[src/rtl/dsp_cic_comp_pkg.sv]
`default_nettype none
// ============================================================================
//  Module  : dsp_cic_comp_pkg
//  Purpose : Shared definitions for the CIC droop compensation FIR:
//            FSM state encoding, default tap count, coefficient ROM and a
//            constant-evaluable ceil(log2) helper.
//  Ports   : none (package)
//  Options : none here. The optional saturation feature is controlled by
//            DSP_CIC_COMP_SAT_EN in the design files.
//  Revision: 1.0  initial release
// ============================================================================
package dsp_cic_comp_pkg;

  typedef enum logic [1:0] {
    ST_IDLE = 2'd0,
    ST_MAC  = 2'd1,
    ST_OUT  = 2'd2
  } state_t;

  localparam int DEF_TAPS = 15;
  localparam int COEF_W   = 16;

  // ceil(log2(value)); returns 0 for value <= 1.
  function automatic int clog2(input int value);
    int r;
    int v;
    r = 0;
    v = value - 1;
    while (v > 0) begin
      r = r + 1;
      v = v >> 1;
    end
    return r;
  endfunction

  // Symmetric inverse-sinc style response, Q1.15. The DC gain (sum of
  // all taps) is 37456/32768, slightly above unity, which lifts the band
  // edge to cancel CIC droop. c[0] = 128 makes 128 * 128 land exactly on a
  // half-LSB after scaling, which is useful for exercising the rounding path.
  function automatic logic signed [COEF_W-1:0] coef(input int k);
    case (k)
      0, 14:   coef =  16'sd128;
      1, 13:   coef = -16'sd300;
      2, 12:   coef =  16'sd600;
      3, 11:   coef = -16'sd1100;
      4, 10:   coef =  16'sd1900;
      5, 9:    coef = -16'sd3500;
      6, 8:    coef =  16'sd9000;
      7:       coef =  16'sd24000;
      default: coef =  '0;
    endcase
  endfunction

endpackage
`default_nettype wire

[src/rtl/dsp_round_sat.sv]
`default_nettype none
// ============================================================================
//  Module  : dsp_round_sat
//  Purpose : Combinational reduction of a wide signed accumulator to an
//            output sample: arithmetic shift right by CW-1, optional
//            round-half-away-from-zero, then wrap or clamp to COUT bits.
//  Ports   : acc    [ACCW] in  - signed accumulator value
//            result [COUT] out - reduced sample
//            sat           out - clamping occurred (DSP_CIC_COMP_SAT_EN only)
//  Options : DSP_CIC_COMP_SAT_EN defined  -> clamp to the COUT range
//            DSP_CIC_COMP_SAT_EN undefined -> keep the COUT LSBs (wrap)
//  Revision: 1.0  initial release
// ============================================================================
module dsp_round_sat #(
  parameter int    ACCW       = 36,
  parameter int    CW         = 16,
  parameter int    COUT       = 16,
  parameter string CUT_METHOD = "ROUND"
) (
  input  logic signed [ACCW-1:0] acc,
  output logic signed [COUT-1:0] result
`ifdef DSP_CIC_COMP_SAT_EN
  ,
  output logic                   sat
`endif
);

  localparam int SH       = CW - 1;
  // One guard bit above the shifted width absorbs the rounding carry.
  localparam int SW       = ACCW - SH + 1;
  localparam bit DO_ROUND = (CUT_METHOD == "ROUND");
  localparam logic [SH-1:0] HALF = {1'b1, {(SH-1){1'b0}}};

  logic signed [SW-1:0] floor_v;
  logic signed [SW-1:0] rounded;
  logic        [SH-1:0] frac;
  logic                 carry;

  assign floor_v = SW'(acc >>> SH);
  assign frac    = acc[SH-1:0];

  // floor() already moves negative values toward -inf, so a negative tie is
  // already "away from zero"; only a strictly larger fraction carries.
  assign carry   = DO_ROUND && (acc[ACCW-1] ? (frac > HALF) : (frac >= HALF));
  assign rounded = floor_v + {{(SW-1){1'b0}}, carry};

`ifdef DSP_CIC_COMP_SAT_EN
  logic [SW-COUT:0] hi;
  logic             ovf;

  // In range exactly when every bit from the output sign bit upward agrees.
  assign hi     = rounded[SW-1:COUT-1];
  assign ovf    = !((&hi) || (~|hi));
  assign result = ovf ? {rounded[SW-1], {(COUT-1){~rounded[SW-1]}}}
                      : rounded[COUT-1:0];
  assign sat    = ovf;
`else
  logic unused_hi;

  assign result    = rounded[COUT-1:0];
  assign unused_hi = ^rounded[SW-1:COUT];
`endif

endmodule
`default_nettype wire

[src/rtl/dsp_cic_comp_fir.sv]
`default_nettype none
// ============================================================================
//  Module  : dsp_cic_comp_fir
//  Purpose : Serial-MAC CIC droop compensation FIR. One sample is accepted
//            per pass; the single multiplier walks the TAPS coefficients one
//            per clock, then the accumulator is scaled and registered out.
//  Ports   : clk, rst_n        - clock, asynchronous active-low reset
//            din [BIN], din_vld - decimated input sample and strobe
//            dout [COUT], dout_vld - filtered sample and strobe
//            busy               - a MAC pass (or its output cycle) is running
//            drop               - sticky: an input strobe arrived while busy
//            sat_flag           - clamping occurred (DSP_CIC_COMP_SAT_EN only)
//  Options : DSP_CIC_COMP_SAT_EN - clamp instead of wrap, adds sat_flag port
//  Revision: 1.0  initial release
// ============================================================================
module dsp_cic_comp_fir
  import dsp_cic_comp_pkg::*;
#(
  parameter int    BIN        = 16,
  parameter int    COUT       = 16,
  parameter int    CW         = COEF_W,
  parameter int    TAPS       = DEF_TAPS,
  parameter int    ACCW       = BIN + CW + clog2(TAPS),
  parameter string CUT_METHOD = "ROUND"
) (
  input  logic                   clk,
  input  logic                   rst_n,
  input  logic signed [BIN-1:0]  din,
  input  logic                   din_vld,
  output logic signed [COUT-1:0] dout,
  output logic                   dout_vld,
  output logic                   busy,
  output logic                   drop
`ifdef DSP_CIC_COMP_SAT_EN
  ,
  output logic                   sat_flag
`endif
);

  localparam int PW = (clog2(TAPS) > 0) ? clog2(TAPS) : 1;
  localparam logic [PW-1:0] LAST = PW'(TAPS - 1);

  state_t                 state;
  state_t                 state_nx;
  logic [PW-1:0]          wr_ptr;
  logic [PW-1:0]          rd_ptr;
  logic [PW-1:0]          k;
  logic signed [BIN-1:0]  samples [TAPS];
  logic signed [ACCW-1:0] acc;
  logic signed [CW-1:0]   coef_k;
  logic signed [CW+BIN-1:0] prod;
  logic signed [COUT-1:0] reduced;
  logic                   last_tap;

  assign coef_k   = CW'(coef(int'(k)));
  assign prod     = coef_k * samples[rd_ptr];
  assign last_tap = (k == LAST);
  assign busy     = (state != ST_IDLE);

`ifdef DSP_CIC_COMP_SAT_EN
  logic sat_now;
`endif

  dsp_round_sat #(
    .ACCW       (ACCW),
    .CW         (CW),
    .COUT       (COUT),
    .CUT_METHOD (CUT_METHOD)
  ) u_round_sat (
    .acc    (acc),
    .result (reduced)
`ifdef DSP_CIC_COMP_SAT_EN
    ,
    .sat    (sat_now)
`endif
  );

  // --------------------------------------------------------------------------
  // FSM
  // --------------------------------------------------------------------------
  always_ff @(posedge clk or negedge rst_n) begin
    if (!rst_n) begin
      state <= ST_IDLE;
    end else begin
      state <= state_nx;
    end
  end

  always_comb begin
    state_nx = state;
    case (state)
      ST_IDLE: if (din_vld)  state_nx = ST_MAC;
      ST_MAC:  if (last_tap) state_nx = ST_OUT;
      ST_OUT:  state_nx = ST_IDLE;
      default: state_nx = ST_IDLE;
    endcase
  end

  // --------------------------------------------------------------------------
  // Datapath
  // --------------------------------------------------------------------------
  always_ff @(posedge clk or negedge rst_n) begin
    if (!rst_n) begin
      wr_ptr   <= '0;
      rd_ptr   <= '0;
      k        <= '0;
      acc      <= '0;
      dout     <= '0;
      dout_vld <= 1'b0;
      drop     <= 1'b0;
`ifdef DSP_CIC_COMP_SAT_EN
      sat_flag <= 1'b0;
`endif
      for (int i = 0; i < TAPS; i++) begin
        samples[i] <= '0;
      end
    end else begin
      dout_vld <= 1'b0;
`ifdef DSP_CIC_COMP_SAT_EN
      sat_flag <= 1'b0;
`endif
      // Only IDLE accepts; a strobe in MAC or OUT is lost and flagged.
      if (din_vld && (state != ST_IDLE)) begin
        drop <= 1'b1;
      end

      case (state)
        ST_IDLE: begin
          if (din_vld) begin
            samples[wr_ptr] <= din;
            acc             <= '0;
            rd_ptr          <= wr_ptr;
            k               <= '0;
          end
        end
        ST_MAC: begin
          acc    <= acc + ACCW'(prod);
          k      <= k + 1'b1;
          // Walk backwards in time: newest sample pairs with coef[0].
          rd_ptr <= (rd_ptr == '0) ? LAST : rd_ptr - 1'b1;
        end
        ST_OUT: begin
          dout     <= reduced;
          dout_vld <= 1'b1;
`ifdef DSP_CIC_COMP_SAT_EN
          sat_flag <= sat_now;
`endif
          wr_ptr   <= (wr_ptr == LAST) ? '0 : wr_ptr + 1'b1;
        end
        default: ;
      endcase
    end
  end

endmodule
`default_nettype wire

[config.mk]
export PLATFORM = sky130hd
export DESIGN_NAME = dsp_cic_comp_fir
export DESIGN_NICKNAME = d
export VERILOG_FILES = /design/src/rtl/dsp_cic_comp_pkg.sv /design/src/rtl/dsp_round_sat.sv /design/src/rtl/dsp_cic_comp_fir.sv
export SDC_FILE = /design/constraint.sdc
export NUM_CORES = 1
export LEC_CHECK = 0
export CORE_ASPECT_RATIO = 1.5
export CORE_MARGIN = 2
export CORE_UTILIZATION = 49
export DETAILED_ROUTE_END_ITERATION = 10
export PLACE_DENSITY = 0.62
export SLEW_MARGIN = 10
export SYNTH_ARGS = -nofsm -noshare
export SYNTH_HDL_FRONTEND = slang
export SYNTH_SLANG_ARGS = --single-unit
[constraint.sdc]
create_clock -name clk -period 10.3 [get_ports clk]
set_clock_uncertainty 0.15 [all_clocks]
set_input_delay 2.06 -clock clk [delete_from_list [all_inputs] [get_ports clk]]
set_output_delay 2.06 -clock clk [all_outputs]
set_load 0.02 [all_outputs]
# After elaboration in Yosys (flattened, before gate mapping)
# Memories as Yosys holds them, arrays and structs flattened.
# Cells that the tools add are included.
# totals
register_bits,308
mem_bits_ro,224
input_bits,19
word_cells,71
memories,1
# mem_list
memory,depth,word_bits,read_ports,rd_clocked_by_memory_dff,wr,line_no,rtl
(name not given),16,14,1,0,0,dsp_cic_comp_pkg.sv:41,case (k)
# op_classes
n_addsub,5
multipliers,1
n_lt_le_gt_ge,5
n_eq_ne,6
mux,19
n_bitwise,2
n_reduce_logical,9
# ops
cell,n
240-bit bitwise mux,1
36-bit one-hot mux with 2 select lines,1
16-bit binary-select mux with 4-bit select,1
16-bit demux with 4-bit select,1
16-bit two-way mux,3
36-bit by 32-bit adder with 36-bit output,1
36-bit two-way mux,1
16-bit by 16-bit multiplier with 32-bit output,1
16-bit by 2-bit adder with 16-bit output,1
4-bit two-way mux,4
4-bit one-hot mux with 2 select lines,2
"15-bit greater-or-equal comparator, second input constant",1
"15-bit > comparator, second input constant",1
"5-bit greater-or-equal comparator, second input constant",2
4-bit NOT with 5-bit output,2
"4-bit by 1-bit adder with 4-bit output, second input constant",2
"4-bit == test, second input constant",2
2-bit AND reduction,3
"5-bit by 1-bit less-than comparator with 1-bit output, second input constant",1
4-bit logical NOT,1
2-bit two-way mux,2
"2-bit != test, second input constant",2
2-bit one-hot mux with 2 select lines,1
2-bit nonzero test,2
6 further kinds,8

# Logic depth before layout (Yosys ltp)
# Gate-level depths: netlist of the first run.
# logic_depth
depth_word,7
ltp_mapped,33
mapped_depth_nobuf,29

# By module
# Synthesis of the first run repeated with hierarchy kept, for this count alone.
# unflattened
hier_cells,2260
hier_area_um2,24883.9
# modules_own_cells
mod,instances,cells_each,area_each_um2
dsp_cic_comp_fir,1,2211,24509.8
dsp_round_sat,1,49,374.1

# Worst setup path before layout of the first run
# OpenSTA, ideal clock, no wires.
# synth_path
path_kind,register to register
start,register rd_ptr[0]
end,register acc[34]
t_arrival_ps,7305
t_required_ps,10021
setup_slack_ps,2715
path_stages_with_launch,31
path_buffers,5
synth_period_minus_slack_ps,7585
cell_sequence,dfrtp_1 > buf_2 > buf_6 > buf_4 > buf_2 > mux4_2 > mux2i_1 > nor2_1 > a21oi_1 > buf_2 > nor2_1 > fa_1 > fa_1 > inv_1 > fa_1 > inv_1 > fa_1 > fa_1 > inv_1 > fa_1 > inv_1 > ha_1 > a21o_1 > a21o_1 > a21o_1 > a311o_1 > o2111ai_2 > o211ai_2 > a221oi_2 > xor2_1 > o21ai_1
# synth_via
elab_chain_len,7
# synth_rtl
item,line_no,rtl
start: declaration,dsp_cic_comp_fir.sv:46,logic [PW-1:0] rd_ptr;
start signal: assignment,dsp_cic_comp_fir.sv:132,rd_ptr <= wr_ptr;
start signal: assignment,dsp_cic_comp_fir.sv:140,rd_ptr <= (rd_ptr == '0) ? LAST : rd_ptr - 1'b1;
4-bit NOT with 5-bit output (implied by the code),dsp_cic_comp_fir.sv:56,assign prod = coef_k * samples[rd_ptr];
16-bit binary-select mux with 4-bit select,dsp_cic_comp_fir.sv:56,
16-bit two-way mux (implied by the code) (2 in series),dsp_cic_comp_fir.sv:56,
16-bit by 16-bit multiplier with 32-bit output,dsp_cic_comp_fir.sv:56,
36-bit by 32-bit adder with 36-bit output,dsp_cic_comp_fir.sv:137,acc <= acc + ACCW'(prod);
36-bit one-hot mux with 2 select lines,dsp_cic_comp_fir.sv:127,case (state)
end signal: assignment,dsp_cic_comp_fir.sv:137,
end: declaration,dsp_cic_comp_fir.sv:49,logic signed [ACCW-1:0] acc;
# Every way passes these cells. The select of a mux whose other input is x is not followed.
# A chain may end at the register's enable or synchronous reset.

# Worst setup path in the final report of the first run
# Same ends and word-level chain as after synthesis.

==> results of run 1 <==
==> synthesized netlist by cell type, types with 12 or more instances <==
master	number
sky130_fd_sc_hd__buf_1	12
sky130_fd_sc_hd__nand2_1	155
sky130_fd_sc_hd__fa_1	286
sky130_fd_sc_hd__mux4_2	54
sky130_fd_sc_hd__o21ai_0	87
sky130_fd_sc_hd__dfrtp_1	306
sky130_fd_sc_hd__mux2_2	255
sky130_fd_sc_hd__xor2_1	24
sky130_fd_sc_hd__buf_2	32
sky130_fd_sc_hd__or2_2	17
sky130_fd_sc_hd__a21o_1	18
sky130_fd_sc_hd__clkbuf_1	64
sky130_fd_sc_hd__ha_1	114
sky130_fd_sc_hd__a21oi_1	28
sky130_fd_sc_hd__nand2b_1	17
sky130_fd_sc_hd__inv_1	365
sky130_fd_sc_hd__nand3_1	30
sky130_fd_sc_hd__nor2_1	145
sky130_fd_sc_hd__nor2b_1	21
sky130_fd_sc_hd__xnor2_1	24
==> registers in the layout, indices dropped and copies added, names as in the netlist <==
register / cells
samples: 240
acc: 34
dout: 16
k: 4
rd_ptr: 4
wr_ptr: 4
state: 2
dout_vld: 1
drop: 1
==> kinds of logic (layout without fill, tap and decap cells) <==
logic type / Yosys count / in the layout / share of synthesized area, %
buf+inv: 479 / 492 / 7.57
fa+ha+maj: 400 / 400 / 29.0
simple gates: 435 / 435 / 7.96
mux: 318 / 318 / 16.9
xor+xnor: 48 / 48 / 1.70
compound gates: 221 / 221 / 5.82
flops: 306 / 306 / 31.0
==> cell usage in the layout, fill, tap and decap left out, types with 5 or more instances in the layout <==
cell                              instances
sky130_fd_sc_hd__inv_1                  365
sky130_fd_sc_hd__dfrtp_1                304
sky130_fd_sc_hd__fa_1                   286
sky130_fd_sc_hd__mux2_2                 255
sky130_fd_sc_hd__nand2_1                155
sky130_fd_sc_hd__nor2_1                 142
sky130_fd_sc_hd__ha_1                   114
sky130_fd_sc_hd__o21ai_0                 85
sky130_fd_sc_hd__mux4_2                  54
sky130_fd_sc_hd__buf_4                   40
sky130_fd_sc_hd__clkdlybuf4s50_1         36
sky130_fd_sc_hd__nand3_1                 30
sky130_fd_sc_hd__a21oi_1                 28
sky130_fd_sc_hd__clkbuf_16               27
sky130_fd_sc_hd__xor2_1                  24
sky130_fd_sc_hd__xnor2_1                 24
sky130_fd_sc_hd__nor2b_1                 21
sky130_fd_sc_hd__a21o_1                  18
sky130_fd_sc_hd__or2_2                   17
sky130_fd_sc_hd__nand2b_1                16
sky130_fd_sc_hd__o21ai_1                 12
sky130_fd_sc_hd__and2_1                  10
sky130_fd_sc_hd__mux2i_1                  9
sky130_fd_sc_hd__o21a_1                   8
sky130_fd_sc_hd__a31oi_1                  7
sky130_fd_sc_hd__and3_1                   7
sky130_fd_sc_hd__a221oi_1                 6
sky130_fd_sc_hd__a221o_1                  6
sky130_fd_sc_hd__nand4_1                  6
sky130_fd_sc_hd__o31ai_1                  5
sky130_fd_sc_hd__a211oi_1                 5
sky130_fd_sc_hd__nor2_2                   5
sky130_fd_sc_hd__clkbuf_1                 5
sky130_fd_sc_hd__bufinv_16                5
==> layout make-up <==
| type | instances | area (um2) |
|---|---|---|
| multi-input combinational | 1422 | 15200 |
| sequential | 306 | 7660 |
| clock inverter | 13 | 208 |
| fill | 4316 | 23000 |
| clock buffer | 36 | 749 |
| tap | 663 | 830 |
| inverter | 365 | 1370 |
| timing repair buffer | 78 | 696 |
==> per-layer routing <==
layer / global-route usage (%) / share of wire, %
met5: 0 / 0.030
met4: 9.44 / 4.1
met3: 2.15 / 3.4
met2: 44.3 / 53
met1: 29.0 / 39
==> critical path, stage by stage (launching register included) <==
cell	delay, ns
sky130_fd_sc_hd__dfrtp_4	0.72
sky130_fd_sc_hd__buf_4	0.42
sky130_fd_sc_hd__buf_4	0.45
sky130_fd_sc_hd__mux4_2	0.56
sky130_fd_sc_hd__nand2_1	0.08
sky130_fd_sc_hd__nand2_1	0.06
sky130_fd_sc_hd__o21ai_1	0.83
sky130_fd_sc_hd__nor2_1	0.19
sky130_fd_sc_hd__fa_1	0.60
sky130_fd_sc_hd__fa_1	0.43
sky130_fd_sc_hd__fa_1	0.51
sky130_fd_sc_hd__fa_1	0.42
sky130_fd_sc_hd__fa_1	0.49
sky130_fd_sc_hd__inv_1	0.05
sky130_fd_sc_hd__fa_1	0.49
sky130_fd_sc_hd__inv_1	0.05
sky130_fd_sc_hd__ha_1	0.34
sky130_fd_sc_hd__a21o_1	0.20
sky130_fd_sc_hd__a21o_1	0.17
sky130_fd_sc_hd__a21o_1	0.22
sky130_fd_sc_hd__a311o_1	0.42
sky130_fd_sc_hd__o2111ai_2	0.20
sky130_fd_sc_hd__o211ai_2	0.17
sky130_fd_sc_hd__a221oi_2	0.31
sky130_fd_sc_hd__xor2_1	0.17
sky130_fd_sc_hd__o21ai_1	0.08
==> per-stage QoR <==
stage                     util (%)  hold slack (ns)  setup WS, ns  instances  cell area, um2
after floorplan                  -            0.312          2.72       2207           24700
after global placement        51.8            0.295          1.34       2834           25700
after detailed placement      51.8            0.300          1.29       2834           25700
after CTS                     53.8            0.316          1.26       2883           26700
after global routing          53.8            0.355         0.822       2883           26700
final                         53.8            0.314          1.39       2883           26700
==> worst paths after layout <==
path / slack [ns] / endpoint
worst min register to register: 0.31 / drop
max in group asynchronous: 6.95 / rd_ptr[0]
min in group asynchronous: 1.43 / samples[123]
worst min-delay path: 0.31 / drop
worst max-delay path: 1.39 / acc[34]
worst max register to register: 1.39 / acc[34]
==> run summary, run 1 <==
source of the worst hold timing path: drop
Avg Vias per Cell: 5.52
Yosys reg bits: 306
# port buffers: 37
total count of hold-check failures in the final report: 0
# clock sinks: 306
Main synth FF type: sky130_fd_sc_hd__dfrtp_1
post-CTS setup buffer count: 0
initial cell density of the core: 49.7%
worst setup path category: register to register
critical path launch point: rd_ptr[0]
number of detailed-routing iterations run before antenna repair: 5
vias: 15,928
CTS root buffer: sky130_fd_sc_hd__clkbuf_16
share of the yosys chip area belonging to registers: 31.0%
clock network latency to the later pin of the worst-skew pair: 0.56 ns
routed wire length per instance: 20.8 um
instance count along the most critical hold path: 1
Post-DP HPWL: 44.9 mm
Worst slew margin: 14.9%
Syn-to-layout area delta: 8.22%
startpoint of the worst register-to-register path: rd_ptr[0]
RePlAce Congestion: 0.877
global routing usage summed across all routing layers: 24.0%
horizontal die dimension: 187 um
grt ovf: 0
Clk pin slew, worst setup/hold paths: 0.07 ns
area of the mapped netlist: 24,700 um2
Core Footprint: 49,700 um2
highest fanout seen on the critical path: 22
final critical path time including I/O delays and setup: 8.91 ns
first-pass GRT wire length: 97.3 mm
number of antenna violations at the first check in global routing: 1
Die Y: 279 um
setup repair after global routing missed its margin: no
number of global-route vias before repair: 17,693
Final Max Slew Viols: 0
number of cells traversed by the worst register-to-register path: 25
arrival time of data at the critical path endpoint: 9.20 ns
final wirelength: 59.9 mm
DIE AREA: 52,200 um2
category of the worst setup path capture point: register
Post-synth EDFFs: 0
ranking of synthesized cells by area: sky130_fd_sc_hd__dfrtp_1, sky130_fd_sc_hd__fa_1, sky130_fd_sc_hd__mux2_2
Synth area leader: sky130_fd_sc_hd__dfrtp_1
net count after synthesis: 2,626
TritonCTS Buffers: 27
Yosys cell types: 72
number of I/O pins: 38
ratio of final minimum period to clock period: 86.5%
row count: 100
CTS resizes: 0
CP required: 10.59 ns
Synth async-reset ratio: 100%
number of antenna-violating nets in the routed design: 0
antenna fix cells: 0
count of unresolved DRC violations after routing: 0
number of DRC markers in iteration 0: 1,022
maximum number of pins on one net before global-route repair: 189
Synth top area share: 31.0%
Fin Setup TNS: 0 ns
number of warnings reported in the yosys synthesis log: 0
# nets final: 2,619
Mean Syn Cell Area: 11.2 um2
result of the run: completed
# hold bufs at CTS: 0
Final setup viols: 0
share of layout cells above drive strength 1: 19.7%
measured slew at the worst slew-check pin: 1.28 ns
worst hold-check path type: register to register
synthesized instance count: 2,207
H-tree levels: 1
clock tree from TritonCTS: built
Maximum Capacitance Violations: 0
Max Clock Freq: 112 MHz
maximum root-to-sink buffer count: 3
crit path launch type: register
Power of run 1 is not shown: default switching activity piles up to over one toggle a cycle in this logic, so the estimate is an artifact.
==> inputs of run 2 (changes only) <==
--- a/config.mk
+++ b/config.mk
@@ -5,7 +5,8 @@
 export SDC_FILE = /design/constraint.sdc
 export NUM_CORES = 1
 export LEC_CHECK = 0
-export CORE_ASPECT_RATIO = 1.5
+export CAP_MARGIN = 20
+export CORE_ASPECT_RATIO = 1.1
 export CORE_MARGIN = 2
 export CORE_UTILIZATION = 49
 export DETAILED_ROUTE_END_ITERATION = 10
==> run 2 against run 1 <==
Global-route usage decreased by 0.53 points. Non-clock buffer count decreased by 3. Worst hold slack got worse by 0.011 ns. Via count decreased by 0.55%. Maximum frequency decreased by 1.7%. Largest cell class unchanged. Die area about the same. Critical path depth increased by 1. Final cell count unchanged. Setup slack got worse by 0.15 ns. Sequential share of layout area increased by 0.065 points.
==> run summary, run 2 (same netlist as run 1, synthesis figures left out) <==
post-CTS setup buffer count: 0
total count of hold-check failures in the final report: 0
clock network latency to the later pin of the worst-skew pair: 0.56 ns
DIE AREA: 52,200 um2
initial cell density of the core: 49.4%
# hold bufs at CTS: 0
RePlAce Congestion: 0.901
Post-DP HPWL: 43.5 mm
setup repair after global routing missed its margin: no
Filler cells: 4,429
highest fanout seen on the critical path: 39
CP required: 10.59 ns
Final Max Slew Viols: 0
grt ovf: 0
H-tree levels: 1
leading cell type in the layout, fill and taps excluded: sky130_fd_sc_hd__inv_1
share of layout cells above drive strength 1: 19.5%
number of antenna violations at the first check in global routing: 0
number of antenna-violating nets in the routed design: 0
category of the worst setup path capture point: register
final critical path time including I/O delays and setup: 9.07 ns
critical path's most frequent cell: sky130_fd_sc_hd__fa_1
maximum number of pins on one net before global-route repair: 181
Fin Setup TNS: 0 ns
TritonCTS Buffers: 29
commonest non-fill, non-tap cells in the layout: sky130_fd_sc_hd__inv_1, sky130_fd_sc_hd__dfrtp_1, sky130_fd_sc_hd__fa_1
maximum root-to-sink buffer count: 3
slowest cell on the critical path: sky130_fd_sc_hd__dfrtp_4
measured slew at the worst slew-check pin: 1.17 ns
CTS resizes: 0
row count: 86
worst hold-check path type: register to register
final wirelength: 57.9 mm
Final setup viols: 0
Avg Vias per Cell: 5.49
# port buffers: 37
flip-flop count of the largest register, all copies and words added: 240
global routing usage summed across all routing layers: 23.5%
number of I/O pins: 38
register bank with the most flops: samples
number of detailed-routing iterations run before antenna repair: 5
number of DRC markers in iteration 0: 866
ratio of final minimum period to clock period: 88.0%
Clk pin slew, worst setup/hold paths: 0.07 ns
arrival time of data at the critical path endpoint: 9.36 ns
Die Y: 239 um
first-pass GRT wire length: 95.7 mm
vias: 15,841
Maximum Capacitance Violations: 0
# nets final: 2,618
# clock sinks: 306
routed wire length per instance: 20.1 um
clock tree from TritonCTS: built
count of unresolved DRC violations after routing: 0
number of global-route vias before repair: 17,238
crit path launch type: register
slowest stage delay, CP: 0.92 ns
registers with the most flip-flops: samples (240), acc (34), dout (16)
Syn-to-layout area delta: 7.98%
CTS root buffer: sky130_fd_sc_hd__clkbuf_16
result of the run: completed
Core Footprint: 49,900 um2
Max Clock Freq: 110 MHz
Worst slew margin: 22.0%
worst setup path category: register to register
horizontal die dimension: 218 um
run 2: cell types whose count changed in the layout (fill, tap and decap cells not counted), sizes merged:
| cell | previous run | this run |
|---|---|---|
| clkbuf | 36 | 46 |
| bufinv | 5 | 1 |
| diode | 0 | 1 |
| inv | 367 | 366 |
| buf | 42 | 39 |
| clkinv | 6 | 5 |
| clkinvlp | 0 | 1 |
run 2: through the flow:
step           utilization, %  instance area, um2  setup slack, ns  hold slack [ns]  instances
2_1_floorplan               -               24700             2.72            0.312       2207
3_3_place_gp             51.5               25700             1.35            0.296       2826
3_5_place_dp             51.5               25700             1.25            0.295       2826
4_1_cts                  53.3               26600             1.23            0.308       2880
5_1_grt                  53.4               26600            0.750            0.323       2882
6_report                 53.4               26600             1.23            0.303       2883
run 2: final timing paths:
path / start / end / slack [ns] / cells after the start
setup / recovery: rd_ptr[0] / acc[34] / 1.23 / 26
hold / removal: drop / drop / 0.30 / 1
setup reg to reg: rd_ptr[0] / acc[34] / 1.23 / 26
hold reg to reg: drop / drop / 0.30 / 1
max in group asynchronous: rst_n / samples[3] / 7.03 / 2
min in group asynchronous: rst_n / samples[74] / 1.44 / 1
run 2: cell type report:
type / instances / area [um2] / share of cell area [%]
multi-input cells: 1422 / 15200 / 57.0
repair buffers: 75 / 684 / 2.57
inverters: 365 / 1370 / 5.14
clock buffers: 46 / 840 / 3.15
diodes: 1 / 2.50 / 0.00939
clock inverters: 8 / 71.3 / 0.268
well taps: 660 / 826 / 3.10
flip-flops and latches: 306 / 7660 / 28.8
run 2: metal layers:
layer	vias to the layer above	GRT usage (%)	wire (um)
li1	7138	-	-
met1	8239	32.0	25000
met2	363	40.5	29000
met3	101	1.73	2220
met4	0	6.86	1630
met5	-	0	0
run 2: critical path, delay by kind of cell, from the launching register on:
family,cells,cell delay [ns]
muxes,2,0.69
xor gates and xnor gates,1,0.17
adders and majority gates,7,3.41
AOI/OAI and AO/OA,9,2.55
and+or+nand+nor,2,0.31
buffers and inverters,5,0.73
DFF,1,0.92
Power of run 2 is left out for the same reason.
==> inputs of run 3 (changes only) <==
--- a/config.mk
+++ b/config.mk
@@ -9,6 +9,7 @@
 export CORE_ASPECT_RATIO = 1.1
 export CORE_MARGIN = 2
 export CORE_UTILIZATION = 49
+export CTS_BUF_LIST = sky130_fd_sc_hd__clkbuf_16
 export DETAILED_ROUTE_END_ITERATION = 10
 export PLACE_DENSITY = 0.62
 export SLEW_MARGIN = 10
==> run 3 against run 2 <==
Clock-buffer cell count is 17 lower. Die area stayed put. Sequential share of layout area is 0.057 points higher. Utilization is 0.11 points lower. Non-clock buffer count stayed put. Worst hold slack hardly changed. Global-route usage stayed put.
==> run summary, run 3 (same netlist as run 1, synthesis figures left out) <==
result of the run: completed
final standard cell utilization of the core: 53.3%
Post-DP HPWL: 43.5 mm
number of antenna violations at the first check in global routing: 0
post-CTS setup buffer count: 0
maximum number of pins on one net before global-route repair: 181
vias: 15,831
# port buffers: 37
TritonCTS Buffers: 29
CTS resizes: 0
Die Y: 239 um
share of layout cells above drive strength 1: 19.3%
worst setup path category: register to register
horizontal die dimension: 218 um
registers with the most flip-flops: samples (240), acc (34), dout (16)
flip-flop count of the largest register, all copies and words added: 240
maximum root-to-sink buffer count: 3
clock tree from TritonCTS: built
ratio of final minimum period to clock period: 87.9%
final wirelength: 57.8 mm
first-pass GRT wire length: 95.7 mm
arrival time of data at the critical path endpoint: 9.35 ns
clock network latency to the later pin of the worst-skew pair: 0.56 ns
commonest non-fill, non-tap cells in the layout: sky130_fd_sc_hd__inv_1, sky130_fd_sc_hd__dfrtp_1, sky130_fd_sc_hd__fa_1
setup repair after global routing missed its margin: no
Final Max Slew Viols: 0
leading cell type in the layout, fill and taps excluded: sky130_fd_sc_hd__inv_1
H-tree levels: 1
Max Clock Freq: 110 MHz
highest fanout seen on the critical path: 39
DIE AREA: 52,200 um2
initial cell density of the core: 49.4%
Core Footprint: 49,900 um2
routed wire length per instance: 20.0 um
row count: 86
final critical path time including I/O delays and setup: 9.06 ns
Worst slew margin: 22.0%
number of I/O pins: 38
Maximum Capacitance Violations: 0
# clock sinks: 306
count of unresolved DRC violations after routing: 0
# hold bufs at CTS: 0
Clk pin slew, worst setup/hold paths: 0.07 ns
category of the worst setup path capture point: register
worst hold-check path type: register to register
total count of hold-check failures in the final report: 0
RePlAce Congestion: 0.901
antenna fix cells: 0
crit path launch type: register
global routing usage summed across all routing layers: 23.5%
Fin Setup TNS: 0 ns
number of antenna-violating nets in the routed design: 0
CP required: 10.59 ns
# nets final: 2,618
register bank with the most flops: samples
number of global-route vias before repair: 17,239
number of detailed-routing iterations run before antenna repair: 5
CTS root buffer: sky130_fd_sc_hd__clkbuf_16
number of DRC markers in iteration 0: 850
Avg Vias per Cell: 5.49
Syn-to-layout area delta: 7.76%
grt ovf: 0
Final setup viols: 0
measured slew at the worst slew-check pin: 1.17 ns
[run 3: cell count changes in the layout (fill, tap and decap cells not counted), sizes merged]
cell and change:
clkinv +5, clkbuf -17, diode -1, inv +12
[run 3: metal layers]
layer  GRT usage [%]  wire length (um)
met1            32.0             24900
met2            40.5             28900
met3            1.73              2370
met4            6.86              1660
met5               0                 0
[run 3: final cells by class]
cell class	instances	area [um2]
repair buffers	75	684
fillers	4441	23300
multi-input cells	1422	15200
well taps	660	826
clock inverters	25	135
clock buffers	29	726
inverters	365	1370
flip-flops and latches	306	7660
[run 3: worst paths after layout]
| kind | start | endpoint | slack, ns | depth (start not counted) |
|---|---|---|---|---|
| setup / recovery | rd_ptr[0] | acc[34] | 1.24 | 26 |
| min in group asynchronous | rst_n | samples[74] | 1.40 | 1 |
| max in group asynchronous | rst_n | samples[3] | 7.00 | 2 |
| hold reg to reg | drop | drop | 0.30 | 1 |
| hold / removal | drop | drop | 0.30 | 1 |
| setup reg to reg | rd_ptr[0] | acc[34] | 1.24 | 26 |
[run 3: per-stage QoR]
stage	instance area, um2	hold slack [ns]	setup WS [ns]	instances
floorplan	24700	0.312	2.72	2207
global placement	25700	0.296	1.35	2826
detailed placement	25700	0.295	1.25	2826
CTS	26600	0.308	1.23	2880
global route	26600	0.323	0.750	2882
finish	26600	0.303	1.24	2882
[run 3: worst max-delay path: stages, from the launching register on]
cell                        delay, ns
sky130_fd_sc_hd__dfrtp_4         0.92
sky130_fd_sc_hd__buf_4           0.52
sky130_fd_sc_hd__mux4_2          0.55
sky130_fd_sc_hd__mux2i_1         0.14
sky130_fd_sc_hd__nor2_1          0.06
sky130_fd_sc_hd__a21oi_1         0.84
sky130_fd_sc_hd__nor2_1          0.24
sky130_fd_sc_hd__fa_1            0.52
sky130_fd_sc_hd__fa_1            0.56
sky130_fd_sc_hd__inv_1           0.06
sky130_fd_sc_hd__fa_1            0.51
sky130_fd_sc_hd__inv_1           0.06
sky130_fd_sc_hd__fa_1            0.50
sky130_fd_sc_hd__fa_1            0.49
sky130_fd_sc_hd__inv_1           0.05
sky130_fd_sc_hd__fa_1            0.48
sky130_fd_sc_hd__inv_1           0.04
sky130_fd_sc_hd__ha_1            0.34
sky130_fd_sc_hd__a21o_1          0.20
sky130_fd_sc_hd__a21o_1          0.17
sky130_fd_sc_hd__a21o_1          0.19
sky130_fd_sc_hd__a311o_1         0.41
sky130_fd_sc_hd__o2111ai_2       0.20
sky130_fd_sc_hd__o211ai_2        0.15
sky130_fd_sc_hd__a221oi_2        0.30
sky130_fd_sc_hd__xor2_1          0.17
sky130_fd_sc_hd__o21ai_1         0.07
Power of run 3 is left out for the same reason.
